$ cat config.mk
export PLATFORM = sky130hd
export DESIGN_NAME = nasti_burst_reader_flat
export DESIGN_NICKNAME = d
export VERILOG_FILES = /design/src/rtl/nasti_burst_reader_if.sv /design/src/rtl/nasti_burst_reader.sv /design/src/flat_wrapper.sv
export SDC_FILE = /design/constraint.sdc
export NUM_CORES = 1
export LEC_CHECK = 0
export ABC_CLOCK_PERIOD_IN_PS = 8200
export BUFFER_PORTS_ARGS = -buffer_cell sky130_fd_sc_hd__buf_2
export CAP_MARGIN = 20
export CELL_PAD_IN_SITES_DETAIL_PLACEMENT = 1
export CELL_PAD_IN_SITES_GLOBAL_PLACEMENT = 1
export CORE_AREA = 4 4 218 220
export DETAILED_ROUTE_END_ITERATION = 10
export DIE_AREA = 0 0 222 224
export PLACE_DENSITY = 0.7
export SYNTH_ARGS = -nofsm -noshare
export SYNTH_HDL_FRONTEND = slang
export SYNTH_SLANG_ARGS = --single-unit
export TNS_END_PERCENT = 50
$ cat constraint.sdc
create_clock -name aclk -period 8.2 [get_ports aclk]
set_clock_uncertainty 0.2 [all_clocks]
set_input_delay 1.64 -clock aclk [delete_from_list [all_inputs] [get_ports aclk]]
set_output_delay 1.64 -clock aclk [all_outputs]
set_load 0.01 [all_outputs]
$ cat src/rtl/nasti_burst_reader_if.sv
// NASTI (AXI4) memory channel and AXI4-Stream channel bundles used by the
// burst reader; master modport is the side that issues requests / sources data.
interface nasti_channel #(
  parameter int ADDR_WIDTH = 64,
  parameter int DATA_WIDTH = 64,
  parameter int ID_WIDTH   = 1,
  parameter int USER_WIDTH = 1
);
  logic [ID_WIDTH-1:0]     aw_id;
  logic [ADDR_WIDTH-1:0]   aw_addr;
  logic [7:0]              aw_len;
  logic [2:0]              aw_size;
  logic [1:0]              aw_burst;
  logic                    aw_lock;
  logic [3:0]              aw_cache;
  logic [2:0]              aw_prot;
  logic [3:0]              aw_qos;
  logic [3:0]              aw_region;
  logic [USER_WIDTH-1:0]   aw_user;
  logic                    aw_valid;
  logic                    aw_ready;

  logic [DATA_WIDTH-1:0]   w_data;
  logic [DATA_WIDTH/8-1:0] w_strb;
  logic                    w_last;
  logic [USER_WIDTH-1:0]   w_user;
  logic                    w_valid;
  logic                    w_ready;

  logic [ID_WIDTH-1:0]     b_id;
  logic [1:0]              b_resp;
  logic [USER_WIDTH-1:0]   b_user;
  logic                    b_valid;
  logic                    b_ready;

  logic [ID_WIDTH-1:0]     ar_id;
  logic [ADDR_WIDTH-1:0]   ar_addr;
  logic [7:0]              ar_len;
  logic [2:0]              ar_size;
  logic [1:0]              ar_burst;
  logic                    ar_lock;
  logic [3:0]              ar_cache;
  logic [2:0]              ar_prot;
  logic [3:0]              ar_qos;
  logic [3:0]              ar_region;
  logic [USER_WIDTH-1:0]   ar_user;
  logic                    ar_valid;
  logic                    ar_ready;

  logic [ID_WIDTH-1:0]     r_id;
  logic [DATA_WIDTH-1:0]   r_data;
  logic [1:0]              r_resp;
  logic                    r_last;
  logic [USER_WIDTH-1:0]   r_user;
  logic                    r_valid;
  logic                    r_ready;

  modport master (
    output aw_id, aw_addr, aw_len, aw_size, aw_burst, aw_lock, aw_cache,
           aw_prot, aw_qos, aw_region, aw_user, aw_valid,
    input  aw_ready,
    output w_data, w_strb, w_last, w_user, w_valid,
    input  w_ready,
    input  b_id, b_resp, b_user, b_valid,
    output b_ready,
    output ar_id, ar_addr, ar_len, ar_size, ar_burst, ar_lock, ar_cache,
           ar_prot, ar_qos, ar_region, ar_user, ar_valid,
    input  ar_ready,
    input  r_id, r_data, r_resp, r_last, r_user, r_valid,
    output r_ready
  );

  modport slave (
    input  aw_id, aw_addr, aw_len, aw_size, aw_burst, aw_lock, aw_cache,
           aw_prot, aw_qos, aw_region, aw_user, aw_valid,
    output aw_ready,
    input  w_data, w_strb, w_last, w_user, w_valid,
    output w_ready,
    output b_id, b_resp, b_user, b_valid,
    input  b_ready,
    input  ar_id, ar_addr, ar_len, ar_size, ar_burst, ar_lock, ar_cache,
           ar_prot, ar_qos, ar_region, ar_user, ar_valid,
    output ar_ready,
    output r_id, r_data, r_resp, r_last, r_user, r_valid,
    input  r_ready
  );
endinterface

interface nasti_stream_channel #(
  parameter int DATA_WIDTH = 64,
  parameter int DEST_WIDTH = 1,
  parameter int ID_WIDTH   = 1,
  parameter int USER_WIDTH = 1
);
  logic                    t_valid;
  logic                    t_ready;
  logic [DATA_WIDTH-1:0]   t_data;
  logic [DATA_WIDTH/8-1:0] t_strb;
  logic [DATA_WIDTH/8-1:0] t_keep;
  logic                    t_last;
  logic [DEST_WIDTH-1:0]   t_dest;
  logic [ID_WIDTH-1:0]     t_id;
  logic [USER_WIDTH-1:0]   t_user;

  modport master (
    output t_valid, t_data, t_strb, t_keep, t_last, t_dest, t_id, t_user,
    input  t_ready
  );

  modport slave (
    input  t_valid, t_data, t_strb, t_keep, t_last, t_dest, t_id, t_user,
    output t_ready
  );
endinterface

$ cat src/rtl/nasti_burst_reader.sv
// Reads a byte region over the AXI read channel as 4 KiB-safe INCR bursts
// (one outstanding) and forwards the beats unchanged onto an AXI stream.
module nasti_burst_reader #(
  parameter int ADDR_WIDTH = 64,
  parameter int DATA_WIDTH = 64,
  parameter int MAX_BURST  = 16
) (
  input  logic                  aclk,
  input  logic                  aresetn,
  input  logic [ADDR_WIDTH-1:0] cmd_addr,
  input  logic [63:0]           cmd_len,
  input  logic                  cmd_valid,
  output logic                  cmd_ready,
  output logic                  done,
  output logic                  err,
  nasti_channel.master          src,
  nasti_stream_channel.master   dest
);
  localparam int BYTES = DATA_WIDTH / 8;
  localparam int SHIFT = $clog2(BYTES);

  localparam logic [1:0] ST_IDLE = 2'd0;
  localparam logic [1:0] ST_ADDR = 2'd1;
  localparam logic [1:0] ST_DATA = 2'd2;

  logic [1:0]            state_reg, state_next;
  logic [ADDR_WIDTH-1:0] cur_addr_reg, cur_addr_next;
  logic [63:0]           beats_left_reg, beats_left_next;
  logic [8:0]            beat_cnt_reg, beat_cnt_next;
  logic                  done_reg, done_next;
  logic                  err_reg, err_next;

  logic [12:0]           to_4k;
  logic [63:0]           burst_wide;
  logic [8:0]            burst;
  logic                  beat_hs;
  logic                  last_beat;

  // Beats left before the next 4 KiB page; a page-aligned address yields a full page.
  assign to_4k = (13'd4096 - {1'b0, cur_addr_reg[11:0]}) >> SHIFT;

  always_comb begin
    burst_wide = beats_left_reg;
    if (burst_wide > 64'(MAX_BURST)) burst_wide = 64'(MAX_BURST);
    if (burst_wide > {51'd0, to_4k}) burst_wide = {51'd0, to_4k};
  end
  assign burst = burst_wide[8:0];

  assign beat_hs   = (state_reg == ST_DATA) && src.r_valid && dest.t_ready;
  assign last_beat = (beat_cnt_reg == 9'd1);

  always_comb begin
    state_next      = state_reg;
    cur_addr_next   = cur_addr_reg;
    beats_left_next = beats_left_reg;
    beat_cnt_next   = beat_cnt_reg;
    done_next       = 1'b0;
    err_next        = err_reg;
    case (state_reg)
      ST_IDLE: begin
        if (cmd_valid) begin
          cur_addr_next   = cmd_addr & ~(ADDR_WIDTH'(BYTES - 1));
          beats_left_next = cmd_len >> SHIFT;
          err_next        = 1'b0;
          if (beats_left_next == 64'd0) done_next = 1'b1;
          else                          state_next = ST_ADDR;
        end
      end
      ST_ADDR: begin
        if (src.ar_ready) begin
          beat_cnt_next = burst;
          state_next    = ST_DATA;
        end
      end
      ST_DATA: begin
        if (beat_hs) begin
          beat_cnt_next = beat_cnt_reg - 9'd1;
          // Errors are recorded but the transfer runs to completion.
          if ((src.r_resp != 2'b00) || (src.r_last != last_beat)) err_next = 1'b1;
          if (last_beat) begin
            cur_addr_next   = cur_addr_reg + (ADDR_WIDTH'(burst) << SHIFT);
            beats_left_next = beats_left_reg - 64'(burst);
            if (beats_left_next == 64'd0) begin
              state_next = ST_IDLE;
              done_next  = 1'b1;
            end else begin
              state_next = ST_ADDR;
            end
          end
        end
      end
      default: state_next = ST_IDLE;
    endcase
  end

  always_ff @(posedge aclk or negedge aresetn) begin
    if (!aresetn) begin
      state_reg      <= ST_IDLE;
      cur_addr_reg   <= '0;
      beats_left_reg <= '0;
      beat_cnt_reg   <= '0;
      done_reg       <= 1'b0;
      err_reg        <= 1'b0;
    end else begin
      state_reg      <= state_next;
      cur_addr_reg   <= cur_addr_next;
      beats_left_reg <= beats_left_next;
      beat_cnt_reg   <= beat_cnt_next;
      done_reg       <= done_next;
      err_reg        <= err_next;
    end
  end

  assign cmd_ready = (state_reg == ST_IDLE);
  assign done      = done_reg;
  assign err       = err_reg;

  assign src.ar_valid  = (state_reg == ST_ADDR);
  assign src.ar_addr   = cur_addr_reg;
  assign src.ar_len    = 8'(burst - 9'd1);
  assign src.ar_size   = 3'(SHIFT);
  assign src.ar_burst  = 2'b01;
  assign src.ar_id     = '0;
  assign src.ar_lock   = 1'b0;
  assign src.ar_cache  = 4'd0;
  assign src.ar_prot   = 3'd0;
  assign src.ar_qos    = 4'd0;
  assign src.ar_region = 4'd0;
  assign src.ar_user   = '0;

  assign src.aw_id     = '0;
  assign src.aw_addr   = '0;
  assign src.aw_len    = 8'd0;
  assign src.aw_size   = 3'd0;
  assign src.aw_burst  = 2'b00;
  assign src.aw_lock   = 1'b0;
  assign src.aw_cache  = 4'd0;
  assign src.aw_prot   = 3'd0;
  assign src.aw_qos    = 4'd0;
  assign src.aw_region = 4'd0;
  assign src.aw_user   = '0;
  assign src.aw_valid  = 1'b0;
  assign src.w_data    = '0;
  assign src.w_strb    = '0;
  assign src.w_last    = 1'b0;
  assign src.w_user    = '0;
  assign src.w_valid   = 1'b0;
  assign src.b_ready   = 1'b0;

  // Stream is a pure pass-through of R while a burst is in flight.
  assign src.r_ready    = (state_reg == ST_DATA) && dest.t_ready;
  assign dest.t_valid   = (state_reg == ST_DATA) && src.r_valid;
  assign dest.t_data    = src.r_data;
  assign dest.t_strb    = '1;
  assign dest.t_keep    = '1;
  assign dest.t_last    = (state_reg == ST_DATA) && last_beat &&
                          (beats_left_reg == 64'(burst));
  assign dest.t_dest    = '0;
  assign dest.t_id      = '0;
  assign dest.t_user    = '0;

  logic unused_ok;
  assign unused_ok = ^{src.aw_ready, src.w_ready, src.b_id, src.b_resp,
                       src.b_user, src.b_valid, src.r_id, src.r_user,
                       burst_wide[63:9]};
endmodule

$ cat src/flat_wrapper.sv
// flat-port wrapper written by rule: the top's interface ports become plain ports
module nasti_burst_reader_flat 
#(
  parameter int ADDR_WIDTH = 64,
  parameter int DATA_WIDTH = 64,
  parameter int MAX_BURST  = 16
)
  (aclk, aresetn, cmd_addr, cmd_len, cmd_valid, cmd_ready, done, err, src_aw_id, src_aw_addr, src_aw_len, src_aw_size, src_aw_burst, src_aw_lock, src_aw_cache, src_aw_prot, src_aw_qos, src_aw_region, src_aw_user, src_aw_valid, src_aw_ready, src_w_data, src_w_strb, src_w_last, src_w_user, src_w_valid, src_w_ready, src_b_id, src_b_resp, src_b_user, src_b_valid, src_b_ready, src_ar_id, src_ar_addr, src_ar_len, src_ar_size, src_ar_burst, src_ar_lock, src_ar_cache, src_ar_prot, src_ar_qos, src_ar_region, src_ar_user, src_ar_valid, src_ar_ready, src_r_id, src_r_data, src_r_resp, src_r_last, src_r_user, src_r_valid, src_r_ready, dest_t_valid, dest_t_data, dest_t_strb, dest_t_keep, dest_t_last, dest_t_dest, dest_t_id, dest_t_user, dest_t_ready);
  nasti_channel #(.ADDR_WIDTH(ADDR_WIDTH), .DATA_WIDTH(DATA_WIDTH)) src_i ();
  nasti_stream_channel #(.DATA_WIDTH(DATA_WIDTH)) dest_i ();
  input  logic aclk;
  input  logic aresetn;
  input  logic [ADDR_WIDTH-1:0] cmd_addr;
  input  logic [63:0] cmd_len;
  input  logic cmd_valid;
  output logic cmd_ready;
  output logic done;
  output logic err;
  output wire logic [$bits(src_i.aw_id)-1:0] src_aw_id;
  output wire logic [$bits(src_i.aw_addr)-1:0] src_aw_addr;
  output wire logic [$bits(src_i.aw_len)-1:0] src_aw_len;
  output wire logic [$bits(src_i.aw_size)-1:0] src_aw_size;
  output wire logic [$bits(src_i.aw_burst)-1:0] src_aw_burst;
  output wire logic [$bits(src_i.aw_lock)-1:0] src_aw_lock;
  output wire logic [$bits(src_i.aw_cache)-1:0] src_aw_cache;
  output wire logic [$bits(src_i.aw_prot)-1:0] src_aw_prot;
  output wire logic [$bits(src_i.aw_qos)-1:0] src_aw_qos;
  output wire logic [$bits(src_i.aw_region)-1:0] src_aw_region;
  output wire logic [$bits(src_i.aw_user)-1:0] src_aw_user;
  output wire logic [$bits(src_i.aw_valid)-1:0] src_aw_valid;
  input wire logic [$bits(src_i.aw_ready)-1:0] src_aw_ready;
  output wire logic [$bits(src_i.w_data)-1:0] src_w_data;
  output wire logic [$bits(src_i.w_strb)-1:0] src_w_strb;
  output wire logic [$bits(src_i.w_last)-1:0] src_w_last;
  output wire logic [$bits(src_i.w_user)-1:0] src_w_user;
  output wire logic [$bits(src_i.w_valid)-1:0] src_w_valid;
  input wire logic [$bits(src_i.w_ready)-1:0] src_w_ready;
  input wire logic [$bits(src_i.b_id)-1:0] src_b_id;
  input wire logic [$bits(src_i.b_resp)-1:0] src_b_resp;
  input wire logic [$bits(src_i.b_user)-1:0] src_b_user;
  input wire logic [$bits(src_i.b_valid)-1:0] src_b_valid;
  output wire logic [$bits(src_i.b_ready)-1:0] src_b_ready;
  output wire logic [$bits(src_i.ar_id)-1:0] src_ar_id;
  output wire logic [$bits(src_i.ar_addr)-1:0] src_ar_addr;
  output wire logic [$bits(src_i.ar_len)-1:0] src_ar_len;
  output wire logic [$bits(src_i.ar_size)-1:0] src_ar_size;
  output wire logic [$bits(src_i.ar_burst)-1:0] src_ar_burst;
  output wire logic [$bits(src_i.ar_lock)-1:0] src_ar_lock;
  output wire logic [$bits(src_i.ar_cache)-1:0] src_ar_cache;
  output wire logic [$bits(src_i.ar_prot)-1:0] src_ar_prot;
  output wire logic [$bits(src_i.ar_qos)-1:0] src_ar_qos;
  output wire logic [$bits(src_i.ar_region)-1:0] src_ar_region;
  output wire logic [$bits(src_i.ar_user)-1:0] src_ar_user;
  output wire logic [$bits(src_i.ar_valid)-1:0] src_ar_valid;
  input wire logic [$bits(src_i.ar_ready)-1:0] src_ar_ready;
  input wire logic [$bits(src_i.r_id)-1:0] src_r_id;
  input wire logic [$bits(src_i.r_data)-1:0] src_r_data;
  input wire logic [$bits(src_i.r_resp)-1:0] src_r_resp;
  input wire logic [$bits(src_i.r_last)-1:0] src_r_last;
  input wire logic [$bits(src_i.r_user)-1:0] src_r_user;
  input wire logic [$bits(src_i.r_valid)-1:0] src_r_valid;
  output wire logic [$bits(src_i.r_ready)-1:0] src_r_ready;
  output wire logic [$bits(dest_i.t_valid)-1:0] dest_t_valid;
  output wire logic [$bits(dest_i.t_data)-1:0] dest_t_data;
  output wire logic [$bits(dest_i.t_strb)-1:0] dest_t_strb;
  output wire logic [$bits(dest_i.t_keep)-1:0] dest_t_keep;
  output wire logic [$bits(dest_i.t_last)-1:0] dest_t_last;
  output wire logic [$bits(dest_i.t_dest)-1:0] dest_t_dest;
  output wire logic [$bits(dest_i.t_id)-1:0] dest_t_id;
  output wire logic [$bits(dest_i.t_user)-1:0] dest_t_user;
  input wire logic [$bits(dest_i.t_ready)-1:0] dest_t_ready;
  assign src_aw_id = src_i.aw_id;
  assign src_aw_addr = src_i.aw_addr;
  assign src_aw_len = src_i.aw_len;
  assign src_aw_size = src_i.aw_size;
  assign src_aw_burst = src_i.aw_burst;
  assign src_aw_lock = src_i.aw_lock;
  assign src_aw_cache = src_i.aw_cache;
  assign src_aw_prot = src_i.aw_prot;
  assign src_aw_qos = src_i.aw_qos;
  assign src_aw_region = src_i.aw_region;
  assign src_aw_user = src_i.aw_user;
  assign src_aw_valid = src_i.aw_valid;
  assign src_i.aw_ready = src_aw_ready;
  assign src_w_data = src_i.w_data;
  assign src_w_strb = src_i.w_strb;
  assign src_w_last = src_i.w_last;
  assign src_w_user = src_i.w_user;
  assign src_w_valid = src_i.w_valid;
  assign src_i.w_ready = src_w_ready;
  assign src_i.b_id = src_b_id;
  assign src_i.b_resp = src_b_resp;
  assign src_i.b_user = src_b_user;
  assign src_i.b_valid = src_b_valid;
  assign src_b_ready = src_i.b_ready;
  assign src_ar_id = src_i.ar_id;
  assign src_ar_addr = src_i.ar_addr;
  assign src_ar_len = src_i.ar_len;
  assign src_ar_size = src_i.ar_size;
  assign src_ar_burst = src_i.ar_burst;
  assign src_ar_lock = src_i.ar_lock;
  assign src_ar_cache = src_i.ar_cache;
  assign src_ar_prot = src_i.ar_prot;
  assign src_ar_qos = src_i.ar_qos;
  assign src_ar_region = src_i.ar_region;
  assign src_ar_user = src_i.ar_user;
  assign src_ar_valid = src_i.ar_valid;
  assign src_i.ar_ready = src_ar_ready;
  assign src_i.r_id = src_r_id;
  assign src_i.r_data = src_r_data;
  assign src_i.r_resp = src_r_resp;
  assign src_i.r_last = src_r_last;
  assign src_i.r_user = src_r_user;
  assign src_i.r_valid = src_r_valid;
  assign src_r_ready = src_i.r_ready;
  assign dest_t_valid = dest_i.t_valid;
  assign dest_t_data = dest_i.t_data;
  assign dest_t_strb = dest_i.t_strb;
  assign dest_t_keep = dest_i.t_keep;
  assign dest_t_last = dest_i.t_last;
  assign dest_t_dest = dest_i.t_dest;
  assign dest_t_id = dest_i.t_id;
  assign dest_t_user = dest_i.t_user;
  assign dest_i.t_ready = dest_t_ready;
  nasti_burst_reader #(.ADDR_WIDTH(ADDR_WIDTH), .DATA_WIDTH(DATA_WIDTH), .MAX_BURST(MAX_BURST)) u_core (.aclk(aclk), .aresetn(aresetn), .cmd_addr(cmd_addr), .cmd_len(cmd_len), .cmd_valid(cmd_valid), .cmd_ready(cmd_ready), .done(done), .err(err), .src(src_i), .dest(dest_i));
endmodule
# After elaboration in Yosys (flattened, before gate mapping)
# Index checks and enable logic that the tools add are counted.
totals:
  regBits: 141
  wordCells: 70
op_classes:
  n_addsub: 5
  n_lt_le_gt_ge: 2
  n_eq_ne: 11
  muxes: 30
  n_reduce_logical: 16
op_table:
  columns: ["operator", "count"]
  rows:
  - ["$mux 64", 7]
  - ["$pmux 64 s2", 2]
  - ["$logic_not 64->1", 2]
  - ["$add 64x12->64", 1]
  - ["$eq 64x9->1", 1]
  - ["$gt 64x10->1", 1]
  - ["$gt 64x5->1 const B", 1]
  - ["$sub 64x9->64", 1]
  - ["$mux 9", 3]
  - ["$pmux 9 s2", 1]
  - ["$sub 13x12->13 const A", 1]
  - ["$mux 2", 5]
  - ["$eq 9x1->1 const B", 1]
  - ["$mux 1", 9]
  - ["$sub 9x1->9 const B", 1]
  - ["$ne 2x1->1 const B", 4]
  - ["$reduce_and 4->1", 2]
  - ["$sub 8x1->8 const B", 1]
  - ["$pmux 2 s3", 1]
  - ["$reduce_bool 2->1", 3]
  - ["$logic_and 1x1->1", 5]
  - ["$reduce_and 5->1", 1]
  - ["$ne 2x2->1 const B", 2]
  - ["$pmux 1 s2", 2]
  - ["other kinds (6)", 6]

# Depth between registers and ports, before layout
depth:
  depth_word: 10
  ltp_mapped: 27
  ltp_nobuf: 25

# Worst setup path after synthesis
# No wires, ideal clock.
synth_path:
  path_kind: "reg2out"
  startpoint: "register u_core.beats_left_reg[45]"
  endpoint: "output port dest_t_last"
  arrival_ps: 5371
  required_ps: 6360
  path_slack_ps: 989
  stages_incl_launch_ff: 21
  cell_sequence: "dfrtp_1 -> buf_6 -> or4_4 -> or4_4 -> or4_4 -> nor3_4 -> and2_1 -> ha_1 -> nor2b_1 -> o21a_1 -> o21a_1 -> o21bai_1 -> a31oi_2 -> inv_1 -> or2_2 -> clkbuf_1 -> ha_1 -> clkbuf_1 -> nand2_1 -> or4_1 -> nor4_1"
synth_between:
  elab_chain_cells: 6
synth_lines:
  columns: ["element", "line", "rtl"]
  rows:
  - ["from (decl)", "nasti_burst_reader.sv:28", "logic [63:0] beats_left_reg, beats_left_next;"]
  - ["from (signal assigned)", "nasti_burst_reader.sv:107", "beats_left_reg <= beats_left_next;"]
  - ["$gt 64x5->1", "nasti_burst_reader.sv:44", "if (burst_wide > 64'(MAX_BURST)) burst_wide = 64'(MAX_BURST);"]
  - ["$mux 64", "nasti_burst_reader.sv:44", null]
  - ["$gt 64x10->1", "nasti_burst_reader.sv:45", "if (burst_wide > {51'd0, to_4k}) burst_wide = {51'd0, to_4k};"]
  - ["$mux 9", "nasti_burst_reader.sv:45", null]
  - ["$eq 64x9->1 *", "nasti_burst_reader.sv:157", "(beats_left_reg == 64'(burst));"]
  - ["$logic_and 1x1->1 *", "nasti_burst_reader.sv:156", "assign dest.t_last = (state_reg == ST_DATA) && last_beat &&"]
  - ["to (decl)", "flat_wrapper.sv:67", "output wire logic [$bits(dest_i.t_last)-1:0] dest_t_last;"]
# Mark *: on every way between the ends. The rest lies on a longest branch, timed or not.

# Worst setup path in the final report
layout_path:
  startpoint: "register u_core.beats_left_reg[59]"
  endpoint: "output port dest_t_last"
# The elaborated chain is that of the path after synthesis.

==> impl_metrics.env <==
export IMPL_status="finished clean"
export IMPL_synth_async_reset_ratio_pct=100
export IMPL_drt_met1_wl_um=21000
export IMPL_setup_worst_path_end_class="output port"
export IMPL_num_rows=78
export IMPL_htreeDepth=4
export IMPL_die_x_um=222
export IMPL_wl_per_cell_um=21.3
export IMPL_setup_violations=0
export IMPL_synth_area_um2=12900
export IMPL_hold_slack_ps=312
export IMPL_fill_cells=5676
export IMPL_dr_wl_met2_um=25200
export IMPL_ios=567
export IMPL_final_cells=2428
export IMPL_initial_core_util_pct=28.5
export IMPL_synth_ff_type="dfrtp_1"
export IMPL_gp_congestion=0.923
export IMPL_cpPeakStageDelay_ps=670
export IMPL_die_height_um=224
export IMPL_critPathMostFrequentCell="or4_1"
export IMPL_largest_reg_flops=64
export IMPL_dp_cells=2390
export IMPL_ant_nets=0
export IMPL_slew_headroom_pct=29.2
export IMPL_avgSynthCellArea_um2=7.63
export IMPL_port_buffers=206
export IMPL_drc_errors=0
export IMPL_fin_crit_ps=8050
export IMPL_met3_length_um=3940
export IMPL_fmax_mhz=124
export IMPL_post_drt_via_cell_ratio=5.31
export IMPL_reg2reg_depth=26
export IMPL_finalNetCount=2054
export IMPL_core_area_um2=45300
export IMPL_die_area_um2=49700
export IMPL_slowest_stage="or4_1"
export IMPL_dpl_hpwl_um=39800
export IMPL_report_final_slew_viol_count=0
export IMPL_cts_buffers=17
export IMPL_crit_fanout=5
export IMPL_wirelength_um=51800
export IMPL_post_route_period_util_pct=98.2
export IMPL_synth_seq_area_share_pct=26.8
export IMPL_antenna_found_initial=13
export IMPL_timing_rr_end="u_core.done"
export IMPL_synth_edff_count=0
export IMPL_maxCapViolCount=0
export IMPL_postCtsHoldBufs=0
export IMPL_crit_chain="or4_1 -> or3_1 -> or4_1 -> nor3_4 -> and2_1 -> ha_1 -> nor2b_1 -> o21a_1 -> o21a_1 -> o21bai_1 -> a31oi_2 -> buf_4 -> mux2i_4 -> ha_1 -> nand4_1 -> or4_1 -> nor4_2 -> buf_4 -> buf_2"
export IMPL_cts_tree="done"
export IMPL_hp_class="register to register"
export IMPL_start_kind="register"
export IMPL_drt_initial_drc_count=789
export IMPL_area_growth_pct=9.14
export IMPL_worst_ep_arrival_time_ps=6210
export IMPL_r2r_start="u_core.beats_left_reg[59]"
export IMPL_cellLeakagePower_uw=0.00599
export IMPL_cts_repair_resized=0
export IMPL_grt_overflow_total=0
export IMPL_clock_path_buffers=2
export IMPL_cts_sinks=138
export IMPL_rrSetupSlack_ps=430
export IMPL_insertion_delay_ps=450
export IMPL_yosysUniqueCellTypes=77
export IMPL_grt_usage_pct=19.8
export IMPL_timing_critical_path_to="dest_t_last"
export IMPL_critPathKind="register to output port"
export IMPL_ys_warn_count=0
export IMPL_drive_above_1_share_pct=17.6
export IMPL_cts_setup_buffers=0
export IMPL_grt_pass1_wl_um=78300
export IMPL_cts_root_buf="clkbuf_16"
export IMPL_startpoint="u_core.beats_left_reg[59]"
export IMPL_vias=12900
export IMPL_dr_pass1_iters=5
export IMPL_final_hold_viol_count=0
export IMPL_peakVddDrop_uv=152
export IMPL_clk_pin_slew_worst_paths_ps=70
export IMPL_powerDensity_nw_per_um2=398
export IMPL_ys_ff_latch=138
export IMPL_grt_pass1_vias=12900
export IMPL_top_layer="met5"
export IMPL_syn_inst=1691
export IMPL_finalPower_uw=5610
export IMPL_tightest_slew_ps=1060
export IMPL_fin_util_pct=31.1
export IMPL_required_ps=6360
export IMPL_grt_max_degree=86
[routing by layer]
| layer | vias to the layer above | global-route usage [%] |
|---|---|---|
| li1 | 5864 | - |
| met1 | 6391 | 24.6 |
| met2 | 534 | 33.6 |
| met3 | 92 | 5.49 |
| met4 | 14 | 6.48 |
| met5 | - | 0 |
[cell usage in the layout, fill, tap and decap left out, types with 47 or more instances in the layout]
master   instances
a21oi_1        127
o21ai_0        104
buf_2          205
nor2_1         143
o22ai_1         47
nand3_1         54
nor3_1          63
dfrtp_1        138
conb_1         222
nand2_1        142
[cell usage after synthesis, types with 9 or more instances]
cell	instances	area share (%)
nand2_1	142	4.1
a31oi_1	14	0.68
buf_4	281	16
nor2_1	143	4.2
o21ai_0	104	4.0
a311oi_1	16	1.1
a2bb2oi_1	13	0.88
o22ai_1	48	2.3
xnor2_1	35	2.4
nand3_1	54	2.1
or3_1	27	1.3
o21a_1	9	0.52
and3_1	24	1.2
nor3_1	65	2.5
a211oi_1	18	1.0
dfrtp_1	138	27
nand4_1	37	1.8
and2_1	12	0.58
clkbuf_1	80	2.3
ha_1	33	3.2
xor2_1	20	1.4
inv_1	36	1.0
a21oi_1	127	4.9
nor4_1	44	2.1
a22oi_1	12	0.70
[worst max-delay path: cells and delay by family (launching register included)]
family                   cells  cell delay, ps
flip-flops                   1             440
AO/OA/AOI/OAI                4             620
multiplexers                 1             230
AND/OR/NAND/NOR              9            3300
adder cells (fa/ha/maj)      2             670
buffers and inverters        3             500
[report_power, final]
group          internal (µW)  leakage [µW]  switching [µW]
Combinational           1210       0.00410            2040
Clock                    463      0.000285             365
Sequential              1010       0.00161             524
[cell families (layout without fill, tap and decap cells)]
family / Yosys count / after routing / share of synthesized area [%]
adders and majority gates: 35 / 35 / 3.51
AOI/OAI and AO/OA: 431 / 431 / 20.8
other: 2 / 228 / 0.0582
muxes: 10 / 10 / 1.01
xor gates and xnor gates: 55 / 55 / 3.73
DFF: 138 / 138 / 26.8
buffers and inverters: 406 / 317 / 20.0
and+or+nand+nor: 614 / 614 / 24.1
[through the flow]
| stage | worst slack (ps) | setup TNS (ps) | instance area, µm² |
|---|---|---|---|
| CTS | 47.4 | 0 | 14000 |
| global route | -48.4 | -48.4 | 14100 |
| global placement | 517 | 0 | 13400 |
| detailed placement | 465 | 0 | 13400 |
| finish | 149 | 0 | 14100 |
| floorplan | 989 | 0 | 13700 |
[worst min path at each step]
stage | startpoint | end | slack [ps] | cells past startpoint
final | u_core.err | u_core.err | 310 | 2
after global routing | u_core.beats_left_reg[6] | u_core.beats_left_reg[6] | 360 | 2
after CTS | u_core.err | u_core.err | 320 | 2
after detailed placement | u_core.err | u_core.err | 300 | 2
after global placement | u_core.err | u_core.err | 290 | 2
after floorplan | u_core.beats_left_reg[63] | u_core.beats_left_reg[63] | 270 | 1
[cell type report]
class	count	area, µm²	area share, %
clock buffers	18	439	3.12
repair buffers	248	1350	9.60
clock inverters	14	161	1.15
well taps	600	751	5.33
inverters	37	139	0.986
multi-input cells	1367	7770	55.2
flip-flops and latches	138	3450	24.5
diodes	6	15.0	0.107
Note: power is estimated with default switching activity, not from simulation.
